--- src/rtl/imem_boot_loader_if.sv ---
// ---------------------------------------------------------------------------
// imem_boot_loader_if
// Bundles the byte stream coming from the UART receiver and the instruction-
// memory write port driven by the boot loader.
//   rx_valid   : one-cycle strobe, rx_data holds a new byte
//   rx_data    : received byte
//   rx_error   : one-cycle UART framing-error strobe
//   imem_we    : instruction-memory write enable (one-cycle pulse)
//   imem_waddr : word address of the write
//   imem_wdata : 32-bit instruction word
// modport master : the side that supplies bytes and observes writes
// modport slave  : the boot loader itself
// ---------------------------------------------------------------------------
interface imem_boot_loader_if #(
   parameter int ADDR_W = 8
);
   logic              rx_valid;
   logic [7:0]        rx_data;
   logic              rx_error;
   logic              imem_we;
   logic [ADDR_W-1:0] imem_waddr;
   logic [31:0]       imem_wdata;

   modport master (
      output rx_valid, rx_data, rx_error,
      input  imem_we, imem_waddr, imem_wdata
   );

   modport slave (
      input  rx_valid, rx_data, rx_error,
      output imem_we, imem_waddr, imem_wdata
   );
endinterface

--- src/rtl/imem_boot_loader.sv ---
// ---------------------------------------------------------------------------
// imem_boot_loader
// Serial program loader for the instruction memory. Frames arrive as
//    SYNC_BYTE, len_lo, len_hi, 4*len data bytes (LSB first), csum
// where csum is the mod-256 sum of len_lo, len_hi and every data byte.
// Each completed word is written to instruction memory immediately; the core
// is only released (cpu_run) once the checksum byte matches.
// Ports:
//   clk      : system clock, rising edge
//   reset    : asynchronous active-low reset
//   bus      : byte stream in / imem write port out (slave modport)
//   reload   : one-cycle request to go back to IDLE and stop the core
//   cpu_run  : 1 = core may run
//   busy     : 1 while a frame is being received (LEN_LO..CSUM)
//   load_err : 1 while in the error state
// ---------------------------------------------------------------------------
module imem_boot_loader #(
   parameter int         ADDR_W         = 8,
   parameter int         TIMEOUT_CYCLES = 100000,
   parameter logic [7:0] SYNC_BYTE      = 8'hA5
) (
   input  logic              clk,
   input  logic              reset,
   imem_boot_loader_if.slave bus,
   input  logic              reload,
   output logic              cpu_run,
   output logic              busy,
   output logic              load_err
);

   // word_idx needs one extra bit so that len == 2^ADDR_W can be counted out.
   localparam int IDX_W = ADDR_W + 1;
   // Common width for comparing the 16-bit length with word_idx / 2^ADDR_W.
   localparam int CMP_W = (IDX_W > 17) ? IDX_W : 17;
   localparam int TMO_W = $clog2(TIMEOUT_CYCLES + 1);
   localparam logic [TMO_W-1:0] TMO_LAST = TMO_W'(TIMEOUT_CYCLES - 1);
   localparam logic [CMP_W-1:0] MAX_LEN  = CMP_W'(1) << ADDR_W;

   typedef enum logic [2:0] {
      ST_IDLE,
      ST_LEN_LO,
      ST_LEN_HI,
      ST_DATA,
      ST_CSUM,
      ST_RUN,
      ST_ERR
   } state_t;

   state_t             state_reg, state_next;
   logic [15:0]        len_reg, len_next;
   logic [7:0]         csum_reg, csum_next;
   logic [IDX_W-1:0]   word_idx_reg, word_idx_next;
   logic [1:0]         byte_idx_reg, byte_idx_next;
   logic [TMO_W-1:0]   tmo_reg, tmo_next;
   logic               we_reg, we_next;
   logic [ADDR_W-1:0]  waddr_reg, waddr_next;
   logic [31:0]        wdata_reg, wdata_next;
   logic [7:0]         lane_reg [0:2];

   logic               byte_ok;
   logic               in_frame;
   logic               lane_en;
   logic               clear_frame;
   logic [15:0]        len_full;
   logic [IDX_W-1:0]   word_inc;

   // A byte that arrives together with a framing error is discarded.
   assign byte_ok  = bus.rx_valid & ~bus.rx_error;
   assign in_frame = (state_reg == ST_LEN_LO) || (state_reg == ST_LEN_HI) ||
                     (state_reg == ST_DATA)   || (state_reg == ST_CSUM);
   assign len_full = {bus.rx_data, len_reg[7:0]};
   assign word_inc = word_idx_reg + IDX_W'(1);

   // ------------------------------------------------------------------------
   // State register
   // ------------------------------------------------------------------------
   always_ff @(posedge clk or negedge reset) begin
      if (!reset) begin
         state_reg    <= ST_IDLE;
         len_reg      <= '0;
         csum_reg     <= '0;
         word_idx_reg <= '0;
         byte_idx_reg <= '0;
         tmo_reg      <= '0;
         we_reg       <= 1'b0;
         waddr_reg    <= '0;
         wdata_reg    <= '0;
      end else begin
         state_reg    <= state_next;
         len_reg      <= len_next;
         csum_reg     <= csum_next;
         word_idx_reg <= word_idx_next;
         byte_idx_reg <= byte_idx_next;
         tmo_reg      <= tmo_next;
         we_reg       <= we_next;
         waddr_reg    <= waddr_next;
         wdata_reg    <= wdata_next;
      end
   end

   // ------------------------------------------------------------------------
   // Byte-lane assembly: lanes 0..2 are held here, lane 3 comes straight from
   // rx_data when the word is written out.
   // ------------------------------------------------------------------------
   genvar gi;
   generate
      for (gi = 0; gi < 3; gi++) begin : g_lane
         always_ff @(posedge clk or negedge reset) begin
            if (!reset) begin
               lane_reg[gi] <= '0;
            end else if (lane_en && (byte_idx_reg == 2'(gi))) begin
               lane_reg[gi] <= bus.rx_data;
            end
         end
      end
   endgenerate

   // ------------------------------------------------------------------------
   // Next-state logic. Priority: reload > rx_error > accepted byte > timeout.
   // ------------------------------------------------------------------------
   always_comb begin
      state_next    = state_reg;
      len_next      = len_reg;
      csum_next     = csum_reg;
      word_idx_next = word_idx_reg;
      byte_idx_next = byte_idx_reg;
      tmo_next      = tmo_reg;
      we_next       = 1'b0;
      waddr_next    = waddr_reg;
      wdata_next    = wdata_reg;
      lane_en       = 1'b0;
      clear_frame   = 1'b0;

      if (reload) begin
         // Also leaves we_next at 0, cancelling a write this cycle would start.
         state_next = ST_IDLE;
      end else if (in_frame && bus.rx_error) begin
         state_next = ST_ERR;
      end else if (byte_ok) begin
         case (state_reg)
            ST_IDLE, ST_ERR: begin
               if (bus.rx_data == SYNC_BYTE) begin
                  state_next  = ST_LEN_LO;
                  clear_frame = 1'b1;
               end
            end
            ST_LEN_LO: begin
               len_next[7:0] = bus.rx_data;
               csum_next     = csum_reg + bus.rx_data;
               state_next    = ST_LEN_HI;
            end
            ST_LEN_HI: begin
               len_next[15:8] = bus.rx_data;
               csum_next      = csum_reg + bus.rx_data;
               if (CMP_W'(len_full) > MAX_LEN) begin
                  state_next = ST_ERR;
               end else if (len_full == 16'd0) begin
                  state_next = ST_CSUM;
               end else begin
                  state_next    = ST_DATA;
                  word_idx_next = '0;
                  byte_idx_next = '0;
               end
            end
            ST_DATA: begin
               csum_next = csum_reg + bus.rx_data;
               if (byte_idx_reg == 2'd3) begin
                  we_next       = 1'b1;
                  waddr_next    = word_idx_reg[ADDR_W-1:0];
                  wdata_next    = {bus.rx_data, lane_reg[2], lane_reg[1], lane_reg[0]};
                  word_idx_next = word_inc;
                  byte_idx_next = 2'd0;
                  if (CMP_W'(word_inc) == CMP_W'(len_reg)) begin
                     state_next = ST_CSUM;
                  end
               end else begin
                  lane_en       = 1'b1;
                  byte_idx_next = byte_idx_reg + 2'd1;
               end
            end
            ST_CSUM: begin
               state_next = (bus.rx_data == csum_reg) ? ST_RUN : ST_ERR;
            end
            default: begin
               // RUN ignores incoming bytes.
            end
         endcase
      end else if (in_frame && (tmo_reg == TMO_LAST)) begin
         state_next = ST_ERR;
      end

      // Every new frame starts from a clean checksum, length and position.
      if (clear_frame) begin
         len_next      = '0;
         csum_next     = '0;
         word_idx_next = '0;
         byte_idx_next = '0;
      end

      // Idle-gap counter: restarts on any byte or state change.
      if ((state_next != state_reg) || byte_ok) begin
         tmo_next = '0;
      end else if (in_frame) begin
         tmo_next = tmo_reg + TMO_W'(1);
      end
   end

   // ------------------------------------------------------------------------
   // Outputs
   // ------------------------------------------------------------------------
   assign bus.imem_we    = we_reg;
   assign bus.imem_waddr = waddr_reg;
   assign bus.imem_wdata = wdata_reg;
   assign cpu_run        = (state_reg == ST_RUN);
   assign busy           = in_frame;
   assign load_err       = (state_reg == ST_ERR);

endmodule

--- src/flat_wrapper.sv ---
// flat-port wrapper written by rule: the top's interface ports become plain ports
module imem_boot_loader_flat 
#(
   parameter int         ADDR_W         = 8,
   parameter int         TIMEOUT_CYCLES = 100000,
   parameter logic [7:0] SYNC_BYTE      = 8'hA5
)
  (clk, reset, reload, cpu_run, busy, load_err, bus_rx_valid, bus_rx_data, bus_rx_error, bus_imem_we, bus_imem_waddr, bus_imem_wdata);
  imem_boot_loader_if #(.ADDR_W(ADDR_W)) bus_i ();
  input  logic clk;
  input  logic reset;
  input  logic reload;
  output logic cpu_run;
  output logic busy;
  output logic load_err;
  input wire logic [$bits(bus_i.rx_valid)-1:0] bus_rx_valid;
  input wire logic [$bits(bus_i.rx_data)-1:0] bus_rx_data;
  input wire logic [$bits(bus_i.rx_error)-1:0] bus_rx_error;
  output wire logic [$bits(bus_i.imem_we)-1:0] bus_imem_we;
  output wire logic [$bits(bus_i.imem_waddr)-1:0] bus_imem_waddr;
  output wire logic [$bits(bus_i.imem_wdata)-1:0] bus_imem_wdata;
  assign bus_i.rx_valid = bus_rx_valid;
  assign bus_i.rx_data = bus_rx_data;
  assign bus_i.rx_error = bus_rx_error;
  assign bus_imem_we = bus_i.imem_we;
  assign bus_imem_waddr = bus_i.imem_waddr;
  assign bus_imem_wdata = bus_i.imem_wdata;
  imem_boot_loader #(.ADDR_W(ADDR_W), .TIMEOUT_CYCLES(TIMEOUT_CYCLES), .SYNC_BYTE(SYNC_BYTE)) u_core (.clk(clk), .reset(reset), .bus(bus_i), .reload(reload), .cpu_run(cpu_run), .busy(busy), .load_err(load_err));
endmodule
--- config.mk ---
export PLATFORM = sky130hd
export DESIGN_NAME = imem_boot_loader_flat
export DESIGN_NICKNAME = d
export VERILOG_FILES = /design/src/rtl/imem_boot_loader_if.sv /design/src/rtl/imem_boot_loader.sv /design/src/flat_wrapper.sv
export SDC_FILE = /design/constraint.sdc
export NUM_CORES = 1
export LEC_CHECK = 0
export ABC_CLOCK_PERIOD_IN_PS = 2800
export BUFFER_PORTS_ARGS = -buffer_cell sky130_fd_sc_hd__clkbuf_2
export CELL_PAD_IN_SITES_DETAIL_PLACEMENT = 1
export CELL_PAD_IN_SITES_GLOBAL_PLACEMENT = 1
export CORE_ASPECT_RATIO = 0.8
export CORE_MARGIN = 1
export CORE_UTILIZATION = 40
export CTS_BUF_LIST = sky130_fd_sc_hd__clkbuf_4
export CTS_CLUSTER_SIZE = 8
export DETAILED_ROUTE_END_ITERATION = 6
export GPL_ROUTABILITY_DRIVEN = 0
export PLACE_DENSITY = 0.68
export SETUP_SLACK_MARGIN = 0.5
export SLEW_MARGIN = 15
export SYNTH_ARGS = -nofsm -noshare
export SYNTH_HDL_FRONTEND = slang
export SYNTH_SLANG_ARGS = --single-unit
export TNS_END_PERCENT = 30
--- constraint.sdc ---
create_clock -name clk -period 2.8 [get_ports clk]
set_input_delay 0.28 -clock clk [delete_from_list [all_inputs] [get_ports clk]]
set_output_delay 0.28 -clock clk [all_outputs]
set_load 0.1 [all_outputs]
==> results.md, run 1 <==
- Run status: finished clean
- Area fraction of the dominant cell type after synthesis: 50.86%
- Total track usage: 22.22%
- Drt drc: 0
- Fmax: 420.0 MHz
- Std-Cell Rows: 39
- Crit end category: register
- Relative slew slack: 48.03%
- Ys async rst share: 100.0%
- Worst slew pin tran: between 700 and 800 ps
- Post-Syn Area: 5904 µm²
- CTS tree: done
- Diode count: 0
- Power Internal: roughly 3.0 mW
- First-pass DRT Iterations: 4
- # fillers: 1,652
- Fin crit share: 85.04%
- Post-route ant nets: 0
- Initial antenna violation count: 0
- Avg Cell Area, Syn: 10.01 µm²
- Vias per cell: 5.357
- Initial Utilization: 41.16%
- Average wire per standard cell: 18.04 µm
- Clk root buf: clkbuf_4
- Yosys warnings: 0
- RSZ-0062 raised after global routing: true
- WS Path Type: reg -> reg
- Hpwl dp: 10.88 mm
- CP required: about 3200 ps
- Leak: 3.477 nW
- Gate Count Post-Synth: 590
- Post-Syn Nets: 617
- Top_reg_cell synth: dfrtp_1
- Clock power share: 32.3%
- Fin Clk Skew: approximately 15 ps
- Share of cells above drive strength 1: 25.65%
- Fin nets: between 700 and 800
- Synth unique cells: 60
- Vias in the first global route: 4,914
- Hold Path Class: in -> reg
- R2R setup slack: 420 ps
- Final hold violations: 0
- Sequential power share: between 40% and 50%
- CP Launch Type: register
- Top-count cell post-synth: nand2_1
- Final Core Density: 48.93%
- CP arrival: between 2000 and 3000 ps
- Hold WS: 76.01 ps
- Setup violators final: 0
- Final max-slew violation count: 0
- Largest net degree at the start of global routing: 59
- Grt ovf: 0
- Die area: 15,250 µm²
- Top-Level Pins: 57
- Min Tclk post-route: 2381 ps
- Post-synth top cells: nand2_1 (153), dfrtp_1 (120), nor2_1 (33)
- Die span in y: 110.7 µm
- Die Wd: 137.8 µm
- First DRT Iteration DRCs: 274
- Clk_lat worst skew: approximately 530 ps
- Vias after detailed routing: 4,682
- Switch Pwr: approximately 1.3 mW
- Port bufs: between 50 and 60
- Max reg flops: 32
- Top cell type by total area after synthesis: dfrtp_1
- Max Buffers Root-to-Sink: 2
- Pwr dens: 620.5 nW/µm²
- Post-synth EDFFs: 0
- Switch share: 30.85%
- Leading post-synthesis cells by cell area: dfrtp_1 (51%), nand2_1 (9.7%), mux2_2 (5.3%), xor2_1 (3.0%), ha_1 (2.8%)
- Area added between synthesis and finish: 18.88%
- Part of the power in combinational logic: 21.8%
- Total negative slack: 0 ps
- Maximum vdd ir drop: 0.0003074 V
- Sequential share of the synthesized area: about 51%
- H-tree levels: 4
- Clock transition at the registers of the reported paths: 110 ps
- CTS sink count: 120
- WL final: 15.77 mm
- Worst Path Max Fanout: 4
- MaxCap Viol Count: 0
- Core outline area: 14,350 µm²
- Cts bufs inserted: 17
- Global-route wire length before repair: between 20 and 30 mm
- Synthesis-stage register bit count: 120
[metrics by stage]
stage	std cells	worst slack, ps	total power, mW	cell area [µm²]
6_report	874	419.0	4.355	7019
3_3_place_gp	826	380.4	2.873	6494
4_1_cts	867	406.2	4.391	6922
2_1_floorplan	590	487.9	2.650	5918
5_1_grt	874	347.7	4.572	7019
3_5_place_dp	826	274.4	2.924	6494
[metal layers]
metal | wire length, µm | global-route usage (%)
met5 | 0 | 0
met4 | 161 | 7.609
met3 | 504 | 4.893
met2 | 7318 | 33.27
met1 | 7781 | 31.65
[critical path, stage by stage (launching register included)]
cell and delay, ps:
dfrtp_2 460, ha_4 180, and3_4 150, and3_4 190, or4_1 460, a311o_1 370, o311ai_1 330, a211oi_1 120
[worst paths after layout]
| check | start | to | cells after the start |
|---|---|---|---|
| max | u_core.word_idx_reg[1]$_DFFE_PN0P_ | u_core.state_reg[1]$_DFF_PN0_ | 7 |
| min | bus_rx_data[3] | u_core.bus.imem_wdata[27]$_DFFE_PN0P_ | 3 |
| max reg2reg | u_core.word_idx_reg[1]$_DFFE_PN0P_ | u_core.state_reg[1]$_DFF_PN0_ | 7 |
| min reg2reg | u_core.lane_reg[13]$_DFFE_PN0P_ | u_core.bus.imem_wdata[13]$_DFFE_PN0P_ | 2 |
| max in group asynchronous | reset | u_core.tmo_reg[14]$_DFFE_PN0P_ | 3 |
| min in group asynchronous | reset | u_core.lane_reg[9]$_DFFE_PN0P_ | 2 |
[placed cells by master, fill, tap and decap left out, drive strengths merged, types with 9 or more instances in the layout]
master / synthesis / final
a21oi: 10 / 10
and2: 9 / 9
buf: 3 / 36
clkbuf: 20 / 71
dfrtp: 120 / 120
ha: 13 / 13
inv: 9 / 11
mux2: 40 / 40
nand2: 153 / 153
nand3: 13 / 13
nand4: 12 / 12
nor2: 34 / 34
nor3: 10 / 10
nor4: 10 / 10
o21ai: 22 / 22
xnor2: 18 / 18
xor2: 20 / 20
[power by group through the flow]
| stage | clock network [mW] | registers [mW] | logic (mW) |
|---|---|---|---|
| after floorplan | 0 | 2.00 | 0.647 |
| after global placement | 0 | 2.03 | 0.842 |
| after detailed placement | 0 | 2.05 | 0.879 |
| after CTS | 1.44 | 2.00 | 0.949 |
| after global routing | 1.51 | 2.02 | 1.04 |
| final | 1.41 | 2.00 | 0.951 |
[logic make-up (layout without fill, tap and decap cells)]
group | count (synthesis) | count (layout) | share of synthesized area (%)
compound gates | 69 | 70 | 8.456
xor+xnor | 38 | 38 | 5.637
fa+ha+maj | 14 | 14 | 3.094
buf+inv | 32 | 131 | 2.182
flops | 120 | 120 | 50.86
mux | 41 | 41 | 7.798
simple gates | 276 | 276 | 21.98
[layout make-up]
class	instances	area (µm²)	area share, %
Timing Repair Buffer	90	586.8	8.360
Multi-Input combinational cell	439	2845	40.53
Sequential cell	120	3009	42.87
Inverter	9	33.78	0.4813
Tap cell	184	230.2	3.280
Clock inverter	14	178.9	2.549
Clock buffer	18	135.1	1.925
[what timing repair did]
action / in CTS / in global routing
buffers inserted: 7 / 7
pin swaps: 4 / 4
hold endpoints to repair: 56 / 0
endpoints found under the setup margin: 43 / 32
hold buffers: 1 / 0
gates resized for setup: 10 / 20
gates cloned: 1 / 0
Note: power is estimated with default switching activity, not from simulation.
==> inputs of run 2 (changes only) <==
==> constraint.sdc (replaced) <==
create_clock -name clk -period 2.8 [get_ports clk]
set_input_delay 0.42 -clock clk [delete_from_list [all_inputs] [get_ports clk]]
set_output_delay 0.42 -clock clk [all_outputs]
set_load 0.1 [all_outputs]
==> run 2 against run 1 <==
  * Hold slack better by 99 ps
  * Sequential power about the same
  * Fmax up 2.7%
  * Clock power down 14%
  * Clock skew up 3.2 ps
  * Setup slack better by 62 ps
  * Critical path depth down 1
  * Sequential share of layout area up 0.17 points
  * Via count up 1.2%
  * Non-clock buffer count down 2
  * Critical path type unchanged
  * Largest cell class unchanged
  * Highest routed layer unchanged
==> results.md, run 2 (synthesis results as in run 1) <==
- Run status: finished clean
- Relative slew slack: 60.51% (+12 points)
- Reg2reg end: u_core.word_idx_reg[5]$_DFFE_PN0P_
- Final max-slew violation count: 0 (unchanged)
- Min Tclk post-route: 2320 ps (-61.54 ps)
- Most common cell after layout, fill and taps aside: nand2_1
- Setup violators final: 0 (unchanged)
- Grt ovf: 0 (unchanged)
- Vias per cell: 5.435 (+1.4%)
- Cts bufs inserted: 17 (unchanged)
- Hpwl dp: 10.99 mm (+1.0%)
- R2R depth: 6 (-1)
- Total negative slack: 0 ps (unchanged)
- Std-Cell Rows: 39 (unchanged)
- WL final: 16.15 mm (+2.4%)
- First DRT Iteration DRCs: 273 (-0.36%)
- Diode count: 0 (unchanged)
- Clock transition at the registers of the reported paths: 120 ps (about the same)
- Fin crit share: 82.84% (-2.2 points)
- WS Path Type: reg -> reg
- Worst slew pin tran: 587.0 ps (-192.5 ps)
- Drt drc: 0 (unchanged)
- Slowest cell on crit path: or4_4
- Multi-input logic area: 2846 µm² (about the same)
- Maximum vdd ir drop: 0.0003373 V (+9.7%)
- Hold EP: u_core.state_reg[1]$_DFF_PN0_
- Fin nets: 702 (-0.28%)
- Leak: 3.451 nW (-0.74%)
- Max reg flops: 32 (unchanged)
- CP peak stage delay: 540 ps (+80 ps)
- R2R Path Start: u_core.len_reg[5]$_DFFE_PN0P_
- RSZ-0062 raised after global routing: true
- CP Launch Type: register
- # fillers: 1,657 (+0.30%)
- Die area: 15,250 µm² (unchanged)
- Most frequent cells in the layout: nand2_1 (153), dfrtp_1 (115), clkbuf_2 (52)
- Sequential Area: 3009 µm² (unchanged)
- First-pass DRT Iterations: 5 (+1)
- Hold Path Class: in -> reg
- Placed instance count: 826 (unchanged)
- Port bufs: 56 (unchanged)
- Worst Path Max Fanout: 5 (+1)
- CTS tree: done
- Global-route wire length before repair: 26.75 mm (+3.7%)
- Clk_lat worst skew: 560 ps (+30 ps)
- Hold path cells: 2 (-1)
- Largest net degree at the start of global routing: 75 (+27%)
- Final hold violations: 0 (unchanged)
- Post-route ant nets: 0 (unchanged)
- Final cell count without fillers: 872 (-0.23%)
- Pre-CTS WS: 220.7 ps (-53.65 ps)
- Crit end category: register
- Average wire per standard cell: 18.51 µm (+2.6%)
- Die Wd: 137.8 µm (unchanged)
- Fmax: 431.1 MHz (+2.7%)
- Die span in y: 110.7 µm (unchanged)
- Area added between synthesis and finish: 18.41%
- H-tree levels: 4 (unchanged)
- Worst hold path startpoint: reload
- Crit path cell chain: or4_4 > or4_4 > a31oi_4 > o221ai_4 > o21ai_1 > o21ai_1
- Initial antenna violation count: 0 (unchanged)
- Initial Utilization: 41.16% (unchanged)
- Clk root buf: clkbuf_4
- MaxCap Viol Count: 0 (unchanged)
- CP required: 3230 ps (about the same)
- Top-Level Pins: 57 (unchanged)
- Pwr dens: 597.3 nW/µm² (-3.7%)
- Core outline area: 14,350 µm² (unchanged)
- Fin Clk Skew: 17.95 ps (+3.203 ps)
- Final setup margin: 480.5 ps (+61.54 ps)
- Share of cells above drive strength 1: 25.58% (-0.071 points)
- Total track usage: 23.42% (+1.2 points)
- CTS sink count: 120 (unchanged)
- Vias after detailed routing: 4,739 (+1.2%)
- Vias in the first global route: 5,031 (+2.4%)
- CP arrival: 2750 ps (-50 ps)
- Max Buffers Root-to-Sink: 2 (unchanged)
- R2R setup slack: 480 ps (+60 ps)
==> run 2: cell types whose count changed in the layout (fill, tap and decap cells not counted), moves of 2 or more <==
| cell | previous run | this run |
|---|---|---|
| buf_4 | 32 | 29 |
| bufinv_16 | 4 | 2 |
| clkbuf_16 | 0 | 2 |
| clkinv_4 | 0 | 2 |
| clkinvlp_4 | 2 | 4 |
| inv_6 | 2 | 0 |
==> run 2: routing by layer <==
metal  vias to the layer above  part of all wire, %  global-route usage (%)
met4                         0                  1.2                   6.812
met2                       108                   47                   35.81
li1                       2227                    -                       -
met3                        16                  4.3                   5.670
met5                         -                    0                       0
met1                      2388                   48                   32.84
==> run 2: timing repair <==
action	CTS	global route
setup buffers	12	0
cloned	1	0
endpoints found under the setup margin	33	56
pin swaps	9	2
hold buffers	1	0
hold endpoints to repair	30	0
gates resized for setup	25	4
==> run 2: stage by stage <==
step / util (%) / hold WS (ps) / instance area (µm²) / total power [mW]
after detailed placement: 45.26 / 272.4 / 6494 / 2.918
final: 48.74 / 174.6 / 6992 / 4.176
after global placement: 45.26 / 270.1 / 6494 / 2.866
after CTS: 48.61 / 128.4 / 6974 / 4.210
after global routing: 48.74 / 149.1 / 6992 / 4.413
after floorplan: - / 124.4 / 5918 / 2.650
==> run 2: worst max-delay path by stage <==
stage / from / endpoint
floorplan: bus_rx_data[6] / u_core.word_idx_reg[2]$_DFFE_PN0P_
global placement: bus_rx_data[6] / u_core.word_idx_reg[5]$_DFFE_PN0P_
detailed placement: bus_rx_data[0] / u_core.word_idx_reg[5]$_DFFE_PN0P_
CTS: u_core.word_idx_reg[1]$_DFFE_PN0P_ / u_core.state_reg[1]$_DFF_PN0_
global route: u_core.len_reg[4]$_DFFE_PN0P_ / u_core.word_idx_reg[5]$_DFFE_PN0P_
finish: u_core.len_reg[5]$_DFFE_PN0P_ / u_core.word_idx_reg[5]$_DFFE_PN0P_
==> run 2: critical path: cells and delay by family, from the launching register on <==
family	cells	cell delay, ps
AND/OR/NAND/NOR	2	1070
AO/OA/AOI/OAI	4	710
flip-flops	1	420
==> run 2: final cells by class <==
| cell class | count | area share (%) |
|---|---|---|
| inverter | 9 | 0.4832 |
| multi-input combinational | 439 | 40.71 |
| sequential | 120 | 43.04 |
| tap | 184 | 3.293 |
| clock buffer | 18 | 1.933 |
| timing repair buffer | 88 | 8.626 |
| clock inverter | 14 | 1.915 |
==> run 2: power breakdown <==
part	switching [mW]	total, mW	internal, mW
combinational	0.541	0.971	0.430
sequential	0.112	2.00	1.88
clock	0.684	1.21	0.525
==> inputs of run 3 (changes only) <==
--- a/config.mk
+++ b/config.mk
@@ -5,7 +5,7 @@
 export SDC_FILE = /design/constraint.sdc
 export NUM_CORES = 1
 export LEC_CHECK = 0
-export ABC_CLOCK_PERIOD_IN_PS = 2800
+export ABC_CLOCK_PERIOD_IN_PS = 2300
 export BUFFER_PORTS_ARGS = -buffer_cell sky130_fd_sc_hd__clkbuf_2
 export CELL_PAD_IN_SITES_DETAIL_PLACEMENT = 1
 export CELL_PAD_IN_SITES_GLOBAL_PLACEMENT = 1
==> constraint.sdc (replaced) <==
create_clock -name clk -period 2.3 [get_ports clk]
set_input_delay 0.345 -clock clk [delete_from_list [all_inputs] [get_ports clk]]
set_output_delay 0.345 -clock clk [all_outputs]
set_load 0.1 [all_outputs]
==> run 3 against run 2 <==
  * The run now ends with negative setup slack left
  * Fmax down 0.30%
  * Routed wire length is 5.4% higher
  * Largest cell class is now multi-input combinational cells
  * Critical path depth rose by 1
  * Critical path type unchanged
  * Sequential power is 21% higher
  * Global-route usage fell by 0.33 points
  * Register-to-register slack worse by 510 ps
  * Design area grew 10%
  * Clock skew is 5.0 ps lower
  * Critical endpoint is now u_core.tmo_reg[16]$_DFFE_PN0P_
==> results.md, run 3 (synthesis results as in run 1) <==
- Run status: finished, violations left
- Failing checks: negative setup slack
- Largest net degree at the start of global routing: 45 (-40%)
- Core outline area: 14,350 µm² (unchanged)
- # fillers: 1,605 (-3.1%)
- Most common cell after layout, fill and taps aside: nand2_1
- Post-route ant nets: 0 (unchanged)
- Grt ovf: 0 (unchanged)
- CTS tree: done
- Global-route wire length before repair: 26.94 mm (+0.70%)
- Met1 Track Usage GR: 31.07% (-1.8 points)
- Drt drc: 0 (unchanged)
- Fmax: 429.8 MHz (-0.30%)
- Most frequent cells in the layout: nand2_1 (149), dfrtp_1 (117), buf_4 (61)
- CP arrival: 2760 ps (about the same)
- Max Buffers Root-to-Sink: 2 (unchanged)
- Clk root buf: clkbuf_4
- Initial antenna violation count: 0 (unchanged)
- Maximum vdd ir drop: 0.0005487 V (+63%)
- Die Wd: 137.8 µm (unchanged)
- Final cell count without fillers: 911 (+4.5%)
- H-tree levels: 4 (unchanged)
- Clock transition at the registers of the reported paths: 110 ps (about the same)
- Min Tclk post-route: 2326 ps (+6.980 ps)
- CP required: 2730 ps (-500 ps)
- Port bufs: 56 (unchanged)
- Hpwl dp: 11.43 mm (+4.0%)
- Final hold violations: 0 (unchanged)
- Die area: 15,250 µm² (unchanged)
- Vias per cell: 5.374 (-1.1%)
- Top-Level Pins: 57 (unchanged)
- Crit end category: register
- Vias after detailed routing: 4,896 (+3.3%)
- Std-Cell Rows: 39 (unchanged)
- Pwr dens: 743.7 nW/µm² (+25%)
- Total track usage: 23.09% (-0.33 points)
- Worst path bufs/invs: 1 (+1)
- Busiest grt layer: met2
- Vias in the first global route: 5,246 (+4.3%)
- CP Launch Type: register
- Hold Path Class: in -> reg
- Relative slew slack: 58.59% (-1.9 points)
- Die span in y: 110.7 µm (unchanged)
- Final max-slew violation count: 0 (unchanged)
- Fin nets: 741 (+5.6%)
- Area added between synthesis and finish: 30.26%
- Cts bufs inserted: 17 (unchanged)
- First-pass DRT Iterations: 4 (-1)
- Leak: 3.734 nW (+8.2%)
- Crit path cell chain: or4_4 > or3_4 > a31oi_4 > o21ai_4 > o211ai_4 > clkbuf_16 > nor2_2
- Worst slew pin tran: 621.1 ps (+34.10 ps)
- First DRT Iteration DRCs: 269 (-1.5%)
- Slowest cell on crit path: or4_4
- Initial Utilization: 41.16% (unchanged)
- Setup violators final: 9 (+9)
- CTS sink count: 120 (unchanged)
- MaxCap Viol Count: 0 (unchanged)
- Placed instance count: 861 (+4.2%)
- Average wire per standard cell: 18.68 µm (+0.89%)
- Max reg flops: 32 (unchanged)
- Fin Clk Skew: 12.94 ps (-5.006 ps)
- RSZ-0062 raised after global routing: true
- Fin crit share: 101.2% (+18 points)
- Share of cells above drive strength 1: 34.80% (+9.2 points)
- Diode count: 0 (unchanged)
- Clk_lat worst skew: 530 ps (-30 ps)
- GR Util met2: 37.29% (+1.5 points)
- Final setup margin: -26.48 ps (-507.0 ps)
- Total negative slack: -104.4 ps (-104.4 ps)
- WS Path Type: reg -> reg
- Met3 Track Usage GR: 5.075% (-0.59 points)
- CP peak stage delay: 570 ps (+30 ps)
- CP top delay family: simple AND/OR/NAND/NOR gates
- WL final: 17.02 mm (+5.4%)
- Worst Path Max Fanout: 8 (+3)
run 3: power breakdown:
group	switching, mW	internal (mW)	total [mW]	leakage [nW]
clock network	0.839	0.973	1.81	0.173
registers	0.140	2.29	2.43	1.64
logic	0.763	0.713	1.48	1.92
total	1.74	3.98	5.72	3.73
run 3: layer usage:
layer  vias to the layer above  share of wire, %
li1                       2299                 -
met1                      2514                48
met2                        69                49
met3                        14               3.0
met4                         0              0.92
met5                         -                 0
run 3: final cells by class:
| cell class | instances | area, µm² | area share [%] |
|---|---|---|---|
| clock buffer | 18 | 135.1 | 1.757 |
| tap | 184 | 230.2 | 2.993 |
| clock inverter | 14 | 203.9 | 2.652 |
| timing repair buffer | 127 | 959.7 | 12.48 |
| inverter | 9 | 37.54 | 0.4880 |
| multi-input combinational | 439 | 3118 | 40.54 |
| sequential | 120 | 3007 | 39.09 |
run 3: path summary, 6_finish.rpt:
path / from / to / slack (ps) / cells after the start
setup / recovery: u_core.len_reg[4]$_DFFE_PN0P_ / u_core.tmo_reg[16]$_DFFE_PN0P_ / -30 / 7
min in group asynchronous: reset / u_core.bus.imem_wdata[6]$_DFFE_PN0P_ / 350 / 2
max in group asynchronous: reset / u_core.bus.imem_wdata[25]$_DFFE_PN0P_ / 1270 / 3
setup reg to reg: u_core.len_reg[4]$_DFFE_PN0P_ / u_core.tmo_reg[16]$_DFFE_PN0P_ / -30 / 7
hold / removal: reload / u_core.state_reg[1]$_DFF_PN0_ / 120 / 2
hold reg to reg: u_core.lane_reg[15]$_DFFE_PN0P_ / u_core.bus.imem_wdata[15]$_DFFE_PN0P_ / 480 / 2
run 3: stage by stage:
stage                     setup slack [ps]  utilization, %  instance area, µm²  hold slack [ps]  power, mW
after floorplan                      70.48               -                6011            49.41      3.268
final                               -26.48           53.61                7691            118.5      5.720
after detailed placement            -85.34           47.85                6865            397.7      3.703
after global placement              -23.19           47.85                6865            387.3      3.645
after CTS                            19.52           51.42                7377            71.14      5.595
after global routing                -91.72           53.61                7691            77.77      6.023
run 3: worst register-to-register path, stage by stage, from the launching register on:
cell       delay, ps
dfrtp_1          390
or4_4            570
or3_4            410
a31oi_4          210
o21ai_4           80
o211ai_4         280
clkbuf_16        250
nor2_2            50
run 3: timing repair:
action / in CTS / in global routing
endpoints found under the hold margin: 42 / 0
cloned: 0 / 2
setup buffers: 7 / 8
resized for setup: 26 / 49
pin swaps: 4 / 25
hold buffers: 1 / 0
setup endpoints to repair: 71 / 89
